--- config.mk ---
export PLATFORM = sky130hd
export DESIGN_NAME = preamble_detect_ctrl_flat
export DESIGN_NICKNAME = d
export VERILOG_FILES = /design/src/rtl/preamble_detect_ctrl_if.sv /design/src/rtl/preamble_detect_ctrl.sv /design/src/flat_wrapper.sv
export SDC_FILE = /design/constraint.sdc
export NUM_CORES = 1
export LEC_CHECK = 0
export BUFFER_PORTS_ARGS = -buffer_cell sky130_fd_sc_hd__buf_2
export CORE_ASPECT_RATIO = 0.9
export CORE_MARGIN = 2
export CORE_UTILIZATION = 40
export CTS_BUF_LIST = sky130_fd_sc_hd__clkbuf_16
export DETAILED_ROUTE_END_ITERATION = 7
export PLACE_DENSITY_LB_ADDON = 0.15
export SLEW_MARGIN = 10
export SYNTH_ARGS = -nofsm -noshare
export SYNTH_HDL_FRONTEND = slang
export SYNTH_SLANG_ARGS = --single-unit
export TNS_END_PERCENT = 1
--- constraint.sdc ---
create_clock -name clk -period 4.1 [get_ports clk]
set_input_delay 0.205 -clock clk [delete_from_list [all_inputs] [get_ports clk]]
set_output_delay 0.205 -clock clk [all_outputs]
set_load 0.03 [all_outputs]
--- src/rtl/preamble_detect_ctrl_if.sv ---
// Bus bundle between the preamble detect controller and its environment.
// The stat_* members exist only when DETECT_STATS_EN is defined.
interface preamble_detect_ctrl_if #(
  parameter int LENGTH      = 64,
  parameter int BANKS       = 16,
  parameter int PEAK_WINDOW = 16,
  parameter int TIMEOUT_W   = 16
);
  localparam int CORR_WIDTH = $clog2(LENGTH + 1);
  localparam int BANK_W     = (BANKS > 1) ? $clog2(BANKS) : 1;
  localparam int OFF_W      = $clog2(PEAK_WINDOW + 1);

  logic                        arm;
  logic [CORR_WIDTH-1:0]       threshold;
  logic [TIMEOUT_W-1:0]        timeout_len;
  logic [CORR_WIDTH*BANKS-1:0] corr_dat;
  logic                        corr_vld;
  logic                        all_zeros;
  logic                        corr_rst;
  logic                        busy;
  logic                        det_vld;
  logic [BANK_W-1:0]           det_bank;
  logic [CORR_WIDTH-1:0]       det_score;
  logic [OFF_W-1:0]            det_offset;
  logic                        timeout;
`ifdef DETECT_STATS_EN
  logic                        stat_clr;
  logic [15:0]                 stat_det;
  logic [15:0]                 stat_to;
`endif

  modport master (
    input  arm, threshold, timeout_len, corr_dat, corr_vld, all_zeros,
`ifdef DETECT_STATS_EN
    input  stat_clr,
    output stat_det, stat_to,
`endif
    output corr_rst, busy, det_vld, det_bank, det_score, det_offset, timeout
  );

  modport slave (
    output arm, threshold, timeout_len, corr_dat, corr_vld, all_zeros,
`ifdef DETECT_STATS_EN
    output stat_clr,
    input  stat_det, stat_to,
`endif
    input  corr_rst, busy, det_vld, det_bank, det_score, det_offset, timeout
  );
endinterface

--- src/rtl/preamble_detect_ctrl.sv ---
// Preamble detect controller: arms the banked correlator, waits for a quiet line and
// tracks the best-scoring bank. Define DETECT_STATS_EN for saturating pulse counters.
module preamble_detect_ctrl #(
  parameter int LENGTH       = 64,
  parameter int BANKS        = 16,
  parameter int QUIET_CYCLES = 8,
  parameter int PEAK_WINDOW  = 16,
  parameter int TIMEOUT_W    = 16
) (
  input logic                    clk,
  input logic                    rst,
  preamble_detect_ctrl_if.master bus
);
  localparam int CORR_WIDTH = $clog2(LENGTH + 1);
  localparam int BANK_W     = (BANKS > 1) ? $clog2(BANKS) : 1;
  localparam int OFF_W      = $clog2(PEAK_WINDOW + 1);
  localparam int QCNT_W     = $clog2(QUIET_CYCLES + 1);
  localparam logic [QCNT_W-1:0] QUIET_LIM = QCNT_W'(QUIET_CYCLES);
  localparam logic [OFF_W-1:0]  WIN_LIM   = OFF_W'(PEAK_WINDOW);

  typedef enum logic [1:0] {
    ST_IDLE   = 2'd0,
    ST_QUIET  = 2'd1,
    ST_SEARCH = 2'd2,
    ST_TRACK  = 2'd3
  } state_t;

  state_t                state_r, state_next_s;
  logic [QCNT_W-1:0]     qcnt_r, qcnt_next_s, qcnt_inc_s;
  logic [TIMEOUT_W-1:0]  tcnt_r, tcnt_next_s, tcnt_inc_s;
  logic [OFF_W-1:0]      wcnt_r, wcnt_next_s, wcnt_inc_s;
  logic [BANK_W-1:0]     best_bank_r, best_bank_next_s, max_bank_s;
  logic [CORR_WIDTH-1:0] best_score_r, best_score_next_s, max_score_s;
  logic                  det_fire_s, to_fire_s;
  logic                  corr_rst_r, busy_r, det_vld_r, timeout_r;
  logic [BANK_W-1:0]     det_bank_r;
  logic [CORR_WIDTH-1:0] det_score_r;
  logic [OFF_W-1:0]      det_offset_r;

  assign qcnt_inc_s = (qcnt_r == QUIET_LIM) ? qcnt_r : qcnt_r + QCNT_W'(1'b1);
  assign tcnt_inc_s = (tcnt_r == {TIMEOUT_W{1'b1}}) ? tcnt_r : tcnt_r + TIMEOUT_W'(1'b1);
  assign wcnt_inc_s = (wcnt_r == WIN_LIM) ? wcnt_r : wcnt_r + OFF_W'(1'b1);

  // Max across banks; strict compare keeps the lowest index on ties
  always_comb begin
    max_score_s = '0;
    max_bank_s  = '0;
    for (int i = 0; i < BANKS; i++) begin
      if (bus.corr_dat[i*CORR_WIDTH +: CORR_WIDTH] > max_score_s) begin
        max_score_s = bus.corr_dat[i*CORR_WIDTH +: CORR_WIDTH];
        max_bank_s  = BANK_W'(i);
      end else begin
        max_score_s = max_score_s;
      end
    end
  end

  // Next-state, counter and decision logic; arm overrides the state but not a decision
  always_comb begin
    state_next_s      = state_r;
    qcnt_next_s       = qcnt_r;
    tcnt_next_s       = tcnt_r;
    wcnt_next_s       = wcnt_r;
    best_bank_next_s  = best_bank_r;
    best_score_next_s = best_score_r;
    det_fire_s        = 1'b0;
    to_fire_s         = 1'b0;
    case (state_r)
      ST_IDLE: begin
        state_next_s = ST_IDLE;
      end
      ST_QUIET: begin
        if (bus.corr_vld) begin
          if (bus.all_zeros) begin
            qcnt_next_s = qcnt_inc_s;
            if (qcnt_inc_s == QUIET_LIM) begin
              state_next_s = ST_SEARCH;
              tcnt_next_s  = '0;
            end else begin
              state_next_s = ST_QUIET;
            end
          end else begin
            qcnt_next_s = '0;
          end
        end else begin
          qcnt_next_s = qcnt_r;
        end
      end
      ST_SEARCH: begin
        if (bus.corr_vld) begin
          if (max_score_s >= bus.threshold) begin
            state_next_s      = ST_TRACK;
            best_bank_next_s  = max_bank_s;
            best_score_next_s = max_score_s;
            wcnt_next_s       = '0;
          end else begin
            tcnt_next_s = tcnt_inc_s;
            if ((bus.timeout_len != '0) && (tcnt_inc_s == bus.timeout_len)) begin
              to_fire_s    = 1'b1;
              state_next_s = ST_IDLE;
            end else begin
              state_next_s = ST_SEARCH;
            end
          end
        end else begin
          tcnt_next_s = tcnt_r;
        end
      end
      ST_TRACK: begin
        if (bus.corr_vld) begin
          if (max_score_s > best_score_r) begin
            best_bank_next_s  = max_bank_s;
            best_score_next_s = max_score_s;
            wcnt_next_s       = '0;
          end else begin
            wcnt_next_s = wcnt_inc_s;
            if (wcnt_inc_s == WIN_LIM) begin
              det_fire_s   = 1'b1;
              state_next_s = ST_IDLE;
            end else begin
              state_next_s = ST_TRACK;
            end
          end
        end else begin
          wcnt_next_s = wcnt_r;
        end
      end
      default: begin
        state_next_s = ST_IDLE;
      end
    endcase
    if (bus.arm) begin
      state_next_s      = ST_QUIET;
      qcnt_next_s       = '0;
      tcnt_next_s       = '0;
      wcnt_next_s       = '0;
      best_bank_next_s  = '0;
      best_score_next_s = '0;
    end else begin
      state_next_s = state_next_s;
    end
  end

  // State, counters and registered outputs
  always_ff @(posedge clk or posedge rst) begin
    if (rst) begin
      state_r      <= ST_IDLE;
      qcnt_r       <= '0;
      tcnt_r       <= '0;
      wcnt_r       <= '0;
      best_bank_r  <= '0;
      best_score_r <= '0;
      corr_rst_r   <= 1'b0;
      busy_r       <= 1'b0;
      det_vld_r    <= 1'b0;
      timeout_r    <= 1'b0;
      det_bank_r   <= '0;
      det_score_r  <= '0;
      det_offset_r <= '0;
    end else begin
      state_r      <= state_next_s;
      qcnt_r       <= qcnt_next_s;
      tcnt_r       <= tcnt_next_s;
      wcnt_r       <= wcnt_next_s;
      best_bank_r  <= best_bank_next_s;
      best_score_r <= best_score_next_s;
      corr_rst_r   <= bus.arm;
      busy_r       <= (state_next_s != ST_IDLE);
      det_vld_r    <= det_fire_s;
      timeout_r    <= to_fire_s;
      if (det_fire_s) begin
        det_bank_r   <= best_bank_r;
        det_score_r  <= best_score_r;
        det_offset_r <= wcnt_inc_s;
      end
    end
  end

  assign bus.corr_rst   = corr_rst_r;
  assign bus.busy       = busy_r;
  assign bus.det_vld    = det_vld_r;
  assign bus.det_bank   = det_bank_r;
  assign bus.det_score  = det_score_r;
  assign bus.det_offset = det_offset_r;
  assign bus.timeout    = timeout_r;

`ifdef DETECT_STATS_EN
  logic [15:0] stat_det_r, stat_to_r;

  // Saturating pulse counters; stat_clr takes priority over a coincident pulse
  always_ff @(posedge clk or posedge rst) begin
    if (rst) begin
      stat_det_r <= 16'h0000;
      stat_to_r  <= 16'h0000;
    end else if (bus.stat_clr) begin
      stat_det_r <= 16'h0000;
      stat_to_r  <= 16'h0000;
    end else begin
      if (det_vld_r && (stat_det_r != 16'hFFFF)) stat_det_r <= stat_det_r + 16'd1;
      if (timeout_r && (stat_to_r != 16'hFFFF))  stat_to_r  <= stat_to_r + 16'd1;
    end
  end

  assign bus.stat_det = stat_det_r;
  assign bus.stat_to  = stat_to_r;
`endif
endmodule

--- src/flat_wrapper.sv ---
// flat-port wrapper written by rule: the top's interface ports become plain ports
module preamble_detect_ctrl_flat 
#(
  parameter int LENGTH       = 64,
  parameter int BANKS        = 16,
  parameter int QUIET_CYCLES = 8,
  parameter int PEAK_WINDOW  = 16,
  parameter int TIMEOUT_W    = 16
)
  (clk, rst, bus_arm, bus_threshold, bus_timeout_len, bus_corr_dat, bus_corr_vld, bus_all_zeros, bus_corr_rst, bus_busy, bus_det_vld, bus_det_bank, bus_det_score, bus_det_offset, bus_timeout);
  preamble_detect_ctrl_if #(.LENGTH(LENGTH), .BANKS(BANKS), .PEAK_WINDOW(PEAK_WINDOW), .TIMEOUT_W(TIMEOUT_W)) bus_i ();
  input logic clk;
  input logic rst;
  input wire logic [$bits(bus_i.arm)-1:0] bus_arm;
  input wire logic [$bits(bus_i.threshold)-1:0] bus_threshold;
  input wire logic [$bits(bus_i.timeout_len)-1:0] bus_timeout_len;
  input wire logic [$bits(bus_i.corr_dat)-1:0] bus_corr_dat;
  input wire logic [$bits(bus_i.corr_vld)-1:0] bus_corr_vld;
  input wire logic [$bits(bus_i.all_zeros)-1:0] bus_all_zeros;
  output wire logic [$bits(bus_i.corr_rst)-1:0] bus_corr_rst;
  output wire logic [$bits(bus_i.busy)-1:0] bus_busy;
  output wire logic [$bits(bus_i.det_vld)-1:0] bus_det_vld;
  output wire logic [$bits(bus_i.det_bank)-1:0] bus_det_bank;
  output wire logic [$bits(bus_i.det_score)-1:0] bus_det_score;
  output wire logic [$bits(bus_i.det_offset)-1:0] bus_det_offset;
  output wire logic [$bits(bus_i.timeout)-1:0] bus_timeout;
  assign bus_i.arm = bus_arm;
  assign bus_i.threshold = bus_threshold;
  assign bus_i.timeout_len = bus_timeout_len;
  assign bus_i.corr_dat = bus_corr_dat;
  assign bus_i.corr_vld = bus_corr_vld;
  assign bus_i.all_zeros = bus_all_zeros;
  assign bus_corr_rst = bus_i.corr_rst;
  assign bus_busy = bus_i.busy;
  assign bus_det_vld = bus_i.det_vld;
  assign bus_det_bank = bus_i.det_bank;
  assign bus_det_score = bus_i.det_score;
  assign bus_det_offset = bus_i.det_offset;
  assign bus_timeout = bus_i.timeout;
  preamble_detect_ctrl #(.LENGTH(LENGTH), .BANKS(BANKS), .QUIET_CYCLES(QUIET_CYCLES), .PEAK_WINDOW(PEAK_WINDOW), .TIMEOUT_W(TIMEOUT_W)) u_core (.clk(clk), .rst(rst), .bus(bus_i));
endmodule
## Word-level counts from Yosys, hierarchy flattened

Index checks and enable logic that the tools add are counted.
W data, S select, Z words.

- Add/sub/neg operators: 3
- Muxes and demuxes: 82
- Reductions and logical operators: 12
- Equality and inequality tests: 17
- $lt $le $gt $ge: 18

Operators by type and width:

| kind | count |
|---|---|
| $mux W7 | 21 |
| $gt A7 B7 Y1 | 16 |
| $mux W16 | 7 |
| $mux W4 | 18 |
| $pmux W16 S2 | 1 |
| $mux W5 | 6 |
| $mux W2 | 12 |
| $add A16 B1 Y16 const B | 1 |
| $eq A16 B16 Y1 | 1 |
| $eq A16 B16 Y1 const B | 1 |
| $reduce_bool A16 Y1 | 1 |
| $ne A3 B3 Y1 const B | 5 |
| $pmux W7 S2 | 1 |
| $mux W3 | 4 |
| $eq A5 B5 Y1 const B | 2 |
| $pmux W5 S2 | 1 |
| $mux W1 | 9 |
| $ne A3 B2 Y1 const B | 3 |
| $eq A4 B4 Y1 const B | 2 |
| $pmux W2 S4 | 1 |
| $pmux W4 S2 | 1 |
| $ge A7 B7 Y1 | 1 |
| $gt A7 B1 Y1 const B | 1 |
| $reduce_and A6 Y1 | 1 |
| 11 further kinds | 15 |

- Logic and storage cells: 145
- Flip-flop bits (word level): 58

## Depth between registers and ports, before layout

Gate-level depths: netlist of run 1.

- Word-level depth: 38
- Mapped depth: 161
- Depth with buffers taken out: 149

## Worst setup path after synthesis of run 1

Ideal clock, no wire load.

- Path type: input port to flip-flop
- Start point: input bus_corr_dat[6]
- End point: register u_core.det_bank_r[0] (netlist: u_core.bus.det_bank[0])
- Setup time: 125 ps
- Stages on the path: 148
- Data arrival time: 27420 ps
- Path slack: -23445 ps
- Buffers on the path: 15
- Cell sequence: inv_1 > ha_1 > a21oi_1 > o21ai_1 > o21ai_1 > mux2i_1 > ha_1 > a21o_1 > a21o_1 > a31oi_1 > o21ba_2 > mux2i_2 > mux2_2 > ha_1 > a21o_1 > a21o_1 > nor2b_1 > o2bb2ai_1 > [112 not listed] > a21o_1 > a221oi_1 > a41o_1 > clkbuf_1 > clkbuf_1 > a21oi_2 > ha_1 > nor2b_1 > o21ai_0 > nand2b_1 > a21oi_1 > o21ai_0 > o21a_1 > nor4b_1 > nor2b_1 > clkbuf_1 > buf_1 > mux2_2

- Longest elaborated chain between the ends: 36

Ends and longest elaborated chain:

| what | line | source |
|---|---|---|
| start: declaration | flat_wrapper.sv:17 | `input wire logic [$bits(bus_i.corr_dat)-1:0] bus_corr_dat;` |
| $gt A7 B1 Y1 | preamble_detect_ctrl.sv:49 | `if (bus.corr_dat[i*CORR_WIDTH +: CORR_WIDTH] > max_score_s) begin` |
| $mux W7 * | preamble_detect_ctrl.sv:49 |  |
| $gt A7 B7 Y1 | preamble_detect_ctrl.sv:49 |  |
| $mux W7 * | preamble_detect_ctrl.sv:49 |  |
| $gt A7 B7 Y1 | preamble_detect_ctrl.sv:49 |  |
| $mux W7 * | preamble_detect_ctrl.sv:49 |  |
| $gt A7 B7 Y1 | preamble_detect_ctrl.sv:49 |  |
| $mux W7 * | preamble_detect_ctrl.sv:49 |  |
| [21 not listed] | n/a |  |
| $mux W7 * | preamble_detect_ctrl.sv:49 |  |
| $gt A7 B7 Y1 | preamble_detect_ctrl.sv:49 |  |
| $mux W7 * | preamble_detect_ctrl.sv:49 |  |
| $gt A7 B7 Y1 * | preamble_detect_ctrl.sv:111 | `if (max_score_s > best_score_r) begin` |
| $mux W1 * | preamble_detect_ctrl.sv:111 |  |
| $mux W1 * | preamble_detect_ctrl.sv:110 | `if (bus.corr_vld) begin` |
| $mux W1 * | preamble_detect_ctrl.sv:68 | `case (state_r)` |
| named net u_core.det_fire_s | preamble_detect_ctrl.sv:34 | `logic det_fire_s, to_fire_s;` |
| end signal: assignment | preamble_detect_ctrl.sv:172 | `det_bank_r <= best_bank_r;` |
| end: declaration | preamble_detect_ctrl.sv:36 | `logic [BANK_W-1:0] det_bank_r;` |

Mark *: on every way through the listed nets, which the timed path passes. The rest lies on a longest branch.
A chain may end at the register's enable or synchronous reset.

## Final worst setup path of run 1

- Start point: input bus_corr_dat[3]
- End point: register u_core.busy_r (netlist: u_core.bus.busy)

- Longest elaborated chain between the ends: 38
- Elaborated cells on any way between the ends: 41
- Classes of those cells: order compare: 18; mux: 22; reduce/logical: 1

Ends and longest elaborated chain:

| what | line | source |
|---|---|---|
| $gt A7 B1 Y1 | preamble_detect_ctrl.sv:49 |  |
| $mux W7 * | preamble_detect_ctrl.sv:49 |  |
| $gt A7 B7 Y1 | preamble_detect_ctrl.sv:49 |  |
| $mux W7 * | preamble_detect_ctrl.sv:49 |  |
| $gt A7 B7 Y1 | preamble_detect_ctrl.sv:49 |  |
| $mux W7 * | preamble_detect_ctrl.sv:49 |  |
| $gt A7 B7 Y1 | preamble_detect_ctrl.sv:49 |  |
| $mux W7 * | preamble_detect_ctrl.sv:49 |  |
| [23 not listed] | n/a |  |
| $mux W7 * | preamble_detect_ctrl.sv:49 |  |
| $gt A7 B7 Y1 / $ge A7 B7 Y1 (equally long branches) | preamble_detect_ctrl.sv:111, preamble_detect_ctrl.sv:91 |  |
| $mux W2 (on tied branches) | preamble_detect_ctrl.sv:111, preamble_detect_ctrl.sv:91 |  |
| $mux W2 (on tied branches) | preamble_detect_ctrl.sv:110, preamble_detect_ctrl.sv:90 |  |
| $pmux W2 S4 * | preamble_detect_ctrl.sv:68 |  |
| $mux W2 * | preamble_detect_ctrl.sv:132 | `if (bus.arm) begin` |
| named net u_core.state_next_s[1] | preamble_detect_ctrl.sv:28 | `state_t state_r, state_next_s;` |
| $reduce_bool A2 Y1 * | preamble_detect_ctrl.sv:168 | `busy_r <= (state_next_s != ST_IDLE);` |
| end signal: assignment | preamble_detect_ctrl.sv:168 |  |
| end: declaration | preamble_detect_ctrl.sv:35 | `logic corr_rst_r, busy_r, det_vld_r, timeout_r;` |

Marks and branches as above.

==> results of run 1 <==
[worst max-delay path: cells and delay by family]
kind	cells	cell delay (ns)
buffers and inverters	18	2.35
multiplexers	9	2.16
AO/OA/AOI/OAI	62	11.02
AND/OR/NAND/NOR	38	4.70
adder cells (fa/ha/maj)	18	4.89
[cell usage after synthesis, drive strengths merged, types with 19 or more instances]
| master | instances |
|---|---|
| a21o | 42 |
| a21oi | 75 |
| a31oi | 21 |
| and3 | 19 |
| clkbuf | 19 |
| dfrtp | 58 |
| ha | 113 |
| inv | 81 |
| mux2i | 25 |
| nand2 | 73 |
| nand3 | 54 |
| nor2 | 58 |
| nor2b | 30 |
| nor3 | 19 |
| o211ai | 22 |
| o21ai | 109 |
[how the worst max path moves through the flow]
stage | to | slack (ns) | cells past startpoint
6_report | u_core.bus.busy | -21.08 | 145
3_3_place_gp | u_core.bus.busy | -21.24 | 141
3_5_place_dp | u_core.bus.busy | -21.76 | 146
2_1_floorplan | u_core.tcnt_r[9] | -20.95 | 152
5_1_grt | u_core.bus.busy | -22.45 | 147
4_1_cts | u_core.bus.busy | -20.98 | 151
[final cells by class]
| class | instances | area (um^2) |
|---|---|---|
| inverters | 81 | 304 |
| flip-flops and latches | 58 | 1450 |
| multi-input cells | 945 | 7640 |
| well taps | 291 | 364 |
| repair buffers | 591 | 4080 |
| fillers | 1893 | 7390 |
| clock inverters | 7 | 60.1 |
| clock buffers | 9 | 225 |
[layer usage]
layer	vias up	GRT usage
met5	-	0
met4	0	0.0622
met3	62	0.0356
met2	323	0.435
met1	5041	0.351
li1	5377	-
[timing repair]
item                       CTS  global route
cloned                       0             2
setup endpoints to repair   53            53
resized for setup           18           106
hold buffers                 0             0
hold endpoints to repair     0             0
pin swaps                   12            71
setup buffers               14            40
[cells by family (layout without fill, tap and decap cells)]
group,Yosys count,after routing
AOI/OAI and AO/OA,415,415
and+or+nand+nor,345,346
adders and majority gates,119,119
buffers and inverters,112,688
DFF,58,58
muxes,43,43
xor gates and xnor gates,22,22
[through the flow]
step                worst slack (ns)  cell area [um^2]  utilization  hold slack (ns)
floorplan                     -20.95              9090            -            0.236
global placement              -21.24             12900        0.598            0.451
detailed placement            -21.76             12900        0.598            0.456
CTS                           -20.98             13300        0.620            0.128
global route                  -22.45             14100        0.657            0.173
finish                        -21.08             14100        0.657           0.0889
[flip-flops by register name, summed over array words and instances, names as in the netlist, 2 cells and up]
signal                 flops
u_core.wcnt_r              5
u_core.tcnt_r             16
u_core.best_score_r        7
u_core.bus.det_offset      5
u_core.best_bank_r         4
u_core.bus.det_bank        4
u_core.state_r             2
u_core.qcnt_r              4
u_core.bus.det_score       7
[placed cells by master (no fill, tap or decap), types with 42 or more instances in the layout]
cell type  netlist  routed
buf_4            2     422
buf_2            8     159
ha_1           113      98
inv_1           81      78
nand2_1         72      66
o21ai_0         91      58
dfrtp_1         58      58
nor2_1          58      51
nand3_1         54      51
a21oi_1         69      49
a21o_1          42      42
==> metrics, run 1 <==
failing checks=negative setup slack; drt wl/cell=roughly 16 um; worst setup path start=bus_corr_dat[3]; Initial DRC Count=approximately 770; Fin Clk Skew=roughly 0.0068 ns; fin cells=1982; CTS H-tree depth=3; Worst Path Required=~4.3 ns; global placement routability congestion=0.983; max layer used=met4; Synth cell types=93; number of max-cap violations=0; mux share of post-synthesis cell area=0.0524; die height=144 um; initial antenna violation count=0; I/O Buffers=between 150 and 200; critical path class=primary input to flop; number of remaining DRC errors=0; Final Cycle Share=6.14; Syn. warnings=0; I/O pins=160; Fin. Hold Viols=0; Achievable Freq=around 0.040 GHz; Finish-stage setup viols=53; CP endpoint kind=flop; cell count after placement=1911; top-area cell type share of the netlist area=0.166; Post-Synth XOR/XNOR Area=0.0221; worst r2r dst=u_core.bus.busy; worst slew pin tran=~0.76 ns; Met1 Wirelength=approximately 15000 um; fraction of registers with async set/reset=1.00; syn nets=1367; Post-Syn Instances=1114; Compound-Gate Fraction of Synth Area=0.333; ANT nets after route=0; crit path launch type=primary input; total global-route track usage=0.258; CTS buffer count=9; post-DR vias/cell=between 5 and 6; RSZ-0062 raised after global routing=true; CP arrival=~25 ns; Mapped Avg Cell Area=7.83 um^2; flop and latch count out of synthesis=58; share of cells above drive strength 1=0.467; Synth Area in Adders=0.169; DR vias=10803; Seq/Total Area, Yosys=0.166; Final TNS setup=-1105.19 ns; reg-to-reg slack, setup=between 0.7 and 0.8 ns; First-pass DRT Iterations=6; number of global-route vias before repair=10129; Placeable Area=21500 um^2; met2 wire len=around 15000 um; Slew headroom=0.494; Critical-path top delay cell=a2111oi_4; top post-synthesis cells by area=dfrtp_1, ha_1, o21ai_0; Synth Flop Type=dfrtp_1; pin count of the biggest net entering global routing=slightly below 60; Rows=51; Root Driver=clkbuf_16; die area=23000 um^2; Post-synth EDFFs=0; cell mode on critical path=a21o_1; clock-pin slew on the worst setup and hold paths=approximately 0.05 ns; Detail Placement HPWL=between 20000 and 30000 um; # diodes=0; Worst-Skew Late Latency=0.33 ns; Die W=between 150 and 200 um; CP max stage delay=about 0.35 ns; area grow syn2layout=61.9%; min Tclk post-route=25.18 ns; cells on worst reg2reg path=13; outcome=complete, but fails checks; clock buffer depth=2; simple-gate share of the synthesized area=0.206; Final nets=just under 2000; CTS tree=yes; Final WS setup=-21.08 ns; main combinational cell family by area after synthesis=compound AO/OA/AOI/OAI gates; fin. max-slew vios=0; clk sinks=58; first-pass GRT wire length=between 40000 and 50000 um; Cell Area, Synth=between 8000 and 9000 um^2; total gr overflow=0; DR WL met3=around 1700 um; final wirelength=31600 um; Tightest Hold Check Type=primary input to async pin; initial core utilization=0.406; reg2reg start=u_core.tcnt_r[4]; post-synth top area cell=dfrtp_1; Worst Path Max Fanout=8
Power of run 1 is left out: the tool's default activity adds up to more than one toggle a clock period on the data nets, which glitch-free logic cannot reach.
==> run 2, diff against run 1 <==
--- a/config.mk
+++ b/config.mk
@@ -6,12 +6,14 @@
 export NUM_CORES = 1
 export LEC_CHECK = 0
 export BUFFER_PORTS_ARGS = -buffer_cell sky130_fd_sc_hd__buf_2
+export CAP_MARGIN = 25
 export CORE_ASPECT_RATIO = 0.9
 export CORE_MARGIN = 2
 export CORE_UTILIZATION = 40
 export CTS_BUF_LIST = sky130_fd_sc_hd__clkbuf_16
 export DETAILED_ROUTE_END_ITERATION = 7
 export PLACE_DENSITY_LB_ADDON = 0.15
+export RECOVER_POWER = 25
 export SLEW_MARGIN = 10
 export SYNTH_ARGS = -nofsm -noshare
 export SYNTH_HDL_FRONTEND = slang
==> run 2 against run 1 <==
  * The flow finishes with violations (max-capacitance violations, max-slew violations, negative setup slack)
  * Critical path type unchanged
  * Flip-flop and latch count stayed put
  * Maximum frequency about the same
  * Via count hardly changed
  * Clock skew about the same
  * Largest cell class unchanged
  * Global-route usage did not move
  * Routed wire length is 0.16% lower
  * Critical path depth unchanged
  * Non-clock buffer count did not move
  * Worst setup slack improved by 0.020 ns
==> metrics, run 2 (synthesized netlist as in run 1, its figures left out) <==
Rows=51; Critical-path top delay cell=a2111oi_4; global route hottest layer=met2; number of remaining DRC errors=0; # diodes=0; total global-route track usage=0.258; number of max-cap violations=1; I/O pins=160; outcome=complete, but fails checks; leading cell types in the layout, fill and taps excluded=buf_4, buf_2, ha_1; final wirelength=~32000 um; failing checks=max-capacitance violations, max-slew violations, negative setup slack; Final nets=about 1900; pin count of the biggest net entering global routing=between 50 and 60; CP endpoint kind=flop; Global Route met3 Usage=0.0356; CTS tree=yes; Detail Placement HPWL=around 26000 um; Finish-stage setup viols=53; total gr overflow=0; drt wl/cell=between 15 and 20 um; area grow syn2layout=61.9%; commonest non-fill, non-tap cell in the layout=buf_4; crit path launch type=primary input; Placeable Area=21500 um^2; clock buffer depth=2; hold path cells=1; initial core utilization=0.406; RSZ-0062 raised after global routing=true; critical path class=primary input to flop; max reg flops=16; cell mode on critical path=a21o_1; share of cells above drive strength 1=0.466; Die W=approximately 160 um; hold_ws=around 0.18 ns; CTS H-tree depth=3; Final Cycle Share=6.14; Fin Clk Skew=slightly above 0.007 ns; Final WS setup=-21.05 ns; Root Driver=clkbuf_16; Achievable Freq=slightly below 0.04 GHz; First-pass DRT Iterations=6; Initial DRC Count=approximately 670; initial antenna violation count=0; Hold Buf Count CTS=0; Worst Path Max Fanout=8; min Tclk post-route=25.15 ns; DR vias=between 10000 and 15000; cells on worst reg2reg path=12; die area=around 23000 um^2; I/O Buffers=159; CTS buffer count=9; die height=between 100 and 150 um; ANT nets after route=0; first-pass GRT wire length=just under 50000 um; worst slew pin tran=roughly 3.2 ns; global placement routability congestion=~0.98; largest register by flop count=u_core.tcnt_r; clock-pin slew on the worst setup and hold paths=around 0.050 ns; post-DR vias/cell=5.45; Worst Path Required=~4.3 ns; Slew headroom=-1.11; number of global-route vias before repair=around 10000; clk sinks=slightly below 60; Tightest Hold Check Type=primary input to flop; met1 Use GR=0.351; CP max stage delay=between 0.3 and 0.4 ns; Worst-Skew Late Latency=approximately 0.33 ns; met2 usage=0.435; Fin. Hold Viols=0; fin. max-slew vios=59; CP arrival=about 25 ns
-- run 2: cell types whose count changed in the layout (fill, tap and decap cells not counted), sizes merged --
cell | before | now
buf | 591 | 590
clkbuf | 9 | 10
-- run 2: timing repair --
action / 4_1_cts / 5_1_grt
gates resized for setup: 18 / 106
cloned: 0 / 2
buffers inserted: 14 / 40
setup endpoints to repair: 53 / 53
pin swaps: 12 / 71
-- run 2: through the flow --
step / TNS (ns) / worst slack (ns) / instances / utilization / area (um^2)
floorplan: -1103.56 / -20.95 / 1114 / - / 9090
global placement: -1111.33 / -21.24 / 1911 / 0.598 / 12900
detailed placement: -1140.69 / -21.76 / 1911 / 0.598 / 12900
CTS: -1103.64 / -20.98 / 1941 / 0.620 / 13300
global route: -1180.03 / -22.45 / 1982 / 0.656 / 14100
finish: -1103.61 / -21.05 / 1982 / 0.656 / 14100
-- run 2: critical path, delay by kind of cell --
kind,cells,cell delay (ns)
fa+ha+maj,18,4.92
mux,9,2.16
buf+inv,19,2.48
compound gates,62,10.93
simple gates,37,4.58
-- run 2: cell type report --
cell class	instances	area, um^2
multi-input combinational	945	7640
fill	1895	7390
timing repair buffer	591	4070
sequential	58	1450
tap	291	364
inverter	81	304
clock buffer	9	225
clock inverter	7	60.1
-- run 2: per-layer routing --
metal  routed length, um  vias to the layer above
met5                   0                        -
li1                    -                     5371
met2               14500                      330
met3                1750                       61
met4                 703                        0
met1               14600                     5036
-- run 2: worst paths after layout --
check | start | endpoint | slack, ns
setup reg to reg | u_core.tcnt_r[4] | u_core.bus.busy | 0.77
min in group asynchronous | rst | u_core.bus.det_vld | 1.08
setup / recovery | bus_corr_dat[3] | u_core.bus.busy | -21.05
hold reg to reg | u_core.bus.det_offset[4] | u_core.bus.det_offset[4] | 0.46
max in group asynchronous | rst | u_core.wcnt_r[1] | 1.24
hold / removal | bus_arm | u_core.bus.corr_rst | 0.18
Power of run 2 is left out for the same reason.
==> run 3, diff against run 2 <==
--- a/config.mk
+++ b/config.mk
@@ -8,7 +8,6 @@
 export BUFFER_PORTS_ARGS = -buffer_cell sky130_fd_sc_hd__buf_2
 export CAP_MARGIN = 25
 export CORE_ASPECT_RATIO = 0.9
-export CORE_MARGIN = 2
 export CORE_UTILIZATION = 40
 export CTS_BUF_LIST = sky130_fd_sc_hd__clkbuf_16
 export DETAILED_ROUTE_END_ITERATION = 7
==> run 3 against run 2 <==
  * The flow still finishes with violations (max-capacitance violations, max-slew violations, negative setup slack)
  * Register-to-register slack got worse by 0.05 ns
  * Count of clock-buffer cells in the layout did not move
  * Maximum frequency fell by 1.7%
==> metrics, run 3 (synthesized netlist as in run 1, its figures left out) <==
Fin. Hold Viols=0; outcome=complete, but fails checks; die height=between 100 and 150 um; Final Cycle Share=6.24; clock buffer depth=2; Slew headroom=-1.04; CP max stage delay=0.33 ns; number of remaining DRC errors=0; CP top delay family=compound AO/OA/AOI/OAI gates; Met1 Wirelength=15500 um; I/O pins=160; worst slew pin tran=about 3 ns; Die W=between 150 and 200 um; First-pass DRT Iterations=5; Worst Path Buf+Inv=20; max layer used=met4; CTS H-tree depth=3; Placeable Area=21100 um^2; Worst-Skew Late Latency=0.33 ns; max reg flops=16; number of max-cap violations=1; global placement routability congestion=approximately 0.96; final wirelength=around 36000 um; die area=between 20000 and 25000 um^2; Initial DRC Count=about 700; worst setup path start=bus_corr_dat[3]; RSZ-0062 raised after global routing=true; Worst Path Max Fanout=7; total gr overflow=0; share of cells above drive strength 1=0.520; commonest non-fill, non-tap cell in the layout=buf_4; Final WS setup=-21.49 ns; failing checks=max-capacitance violations, max-slew violations, negative setup slack; Final nets=~2000; largest register by flop count=u_core.tcnt_r; initial core utilization=0.414; Worst Path Required=4.33 ns; critical path class=primary input to flop; fin. max-slew vios=59; I/O Buffers=159; hold_sp=bus_all_zeros; cell mode on critical path=a21o_1; pin count of the biggest net entering global routing=59; Finished Core Util=0.726; ANT nets after route=0; drt wl/cell=about 17 um; clock-pin slew on the worst setup and hold paths=0.05 ns; # diodes=0; Critical-path top delay cell=ha_1; met2 wire len=about 18000 um; CP arrival=25.82 ns; Tightest Hold Check Type=primary input to flop; Detail Placement HPWL=between 20000 and 30000 um; total global-route track usage=0.309; CTS tree=yes; reg2reg start=u_core.tcnt_r[3]; Final TNS setup=-1128.16 ns; first-pass GRT wire length=55000 um; Finish-stage setup viols=53; Rows=50; Fin Clk Skew=~0.0058 ns; DR vias=11268; CP endpoint kind=flop; CTS buffer count=9; clk sinks=just under 60; DR WL met3=1520 um; min Tclk post-route=25.59 ns; Root Driver=clkbuf_16; crit path launch type=primary input; Achievable Freq=0.0391 GHz; initial antenna violation count=0; post-DR vias/cell=between 5 and 6; leading cell types in the layout, fill and taps excluded=buf_4, buf_2, ha_1; number of global-route vias before repair=11375; area grow syn2layout=75.6%
run 3: cell types whose count changed in the layout (fill, tap and decap cells not counted), moves of 6 or more:
cell	previous run	this run
buf_4	421	472
buf_6	10	24
ha_1	98	85
ha_4	14	26
o21ai_0	58	47
a21oi_4	3	11
buf_2	159	151
a21oi_1	49	43
buf_12	0	6
o21ai_2	10	16
run 3: stage by stage:
| step | setup WS, ns | area (um^2) | std cells | hold slack [ns] |
|---|---|---|---|---|
| 6_report | -21.49 | 15300 | 2046 | 0.320 |
| 3_3_place_gp | -21.51 | 12900 | 1906 | 0.454 |
| 2_1_floorplan | -20.95 | 9090 | 1114 | 0.236 |
| 4_1_cts | -20.39 | 14700 | 2021 | 0.103 |
| 3_5_place_dp | -22.16 | 12900 | 1906 | 0.455 |
| 5_1_grt | -23.04 | 15300 | 2046 | 0.336 |
run 3: worst min-delay path, stage by stage:
cell and delay [ns]:
buf_2 0.11, nand4_1 0.20, o31ai_1 0.10
run 3: final cells by class:
class | count | area [um^2]
multi-input cells | 944 | 8100
clock inverters | 7 | 46.3
fillers | 1550 | 5770
clock buffers | 9 | 225
repair buffers | 661 | 4820
inverters | 81 | 309
flip-flops and latches | 58 | 1450
well taps | 286 | 358
run 3: worst paths after layout:
path | endpoint | slack [ns] | depth (start not counted)
worst min register to register | u_core.best_bank_r[2] | 0.47 | 1
min in group asynchronous | u_core.bus.det_offset[0] | 1.03 | 3
worst max register to register | u_core.bus.busy | 0.72 | 12
max in group asynchronous | u_core.best_score_r[1] | 1.34 | 3
worst max-delay path | u_core.tcnt_r[9] | -21.49 | 146
worst min-delay path | u_core.qcnt_r[2] | 0.32 | 3
run 3: layer usage:
layer / GRT usage / vias to the layer above
met1: 0.376 / 5292
li1: - / 5513
met2: 0.553 / 373
met3: 0.0420 / 90
met5: 0 / -
met4: 0.109 / 0
run 3: repair_timing:
item | 4_1_cts | 5_1_grt
buffers inserted | 98 | 23
hold buffers | 0 | 0
pin swaps | 137 | 77
cloned | 2 | 2
resized for setup | 165 | 83
setup endpoints to repair | 53 | 53
Power of run 3 is left out for the same reason.
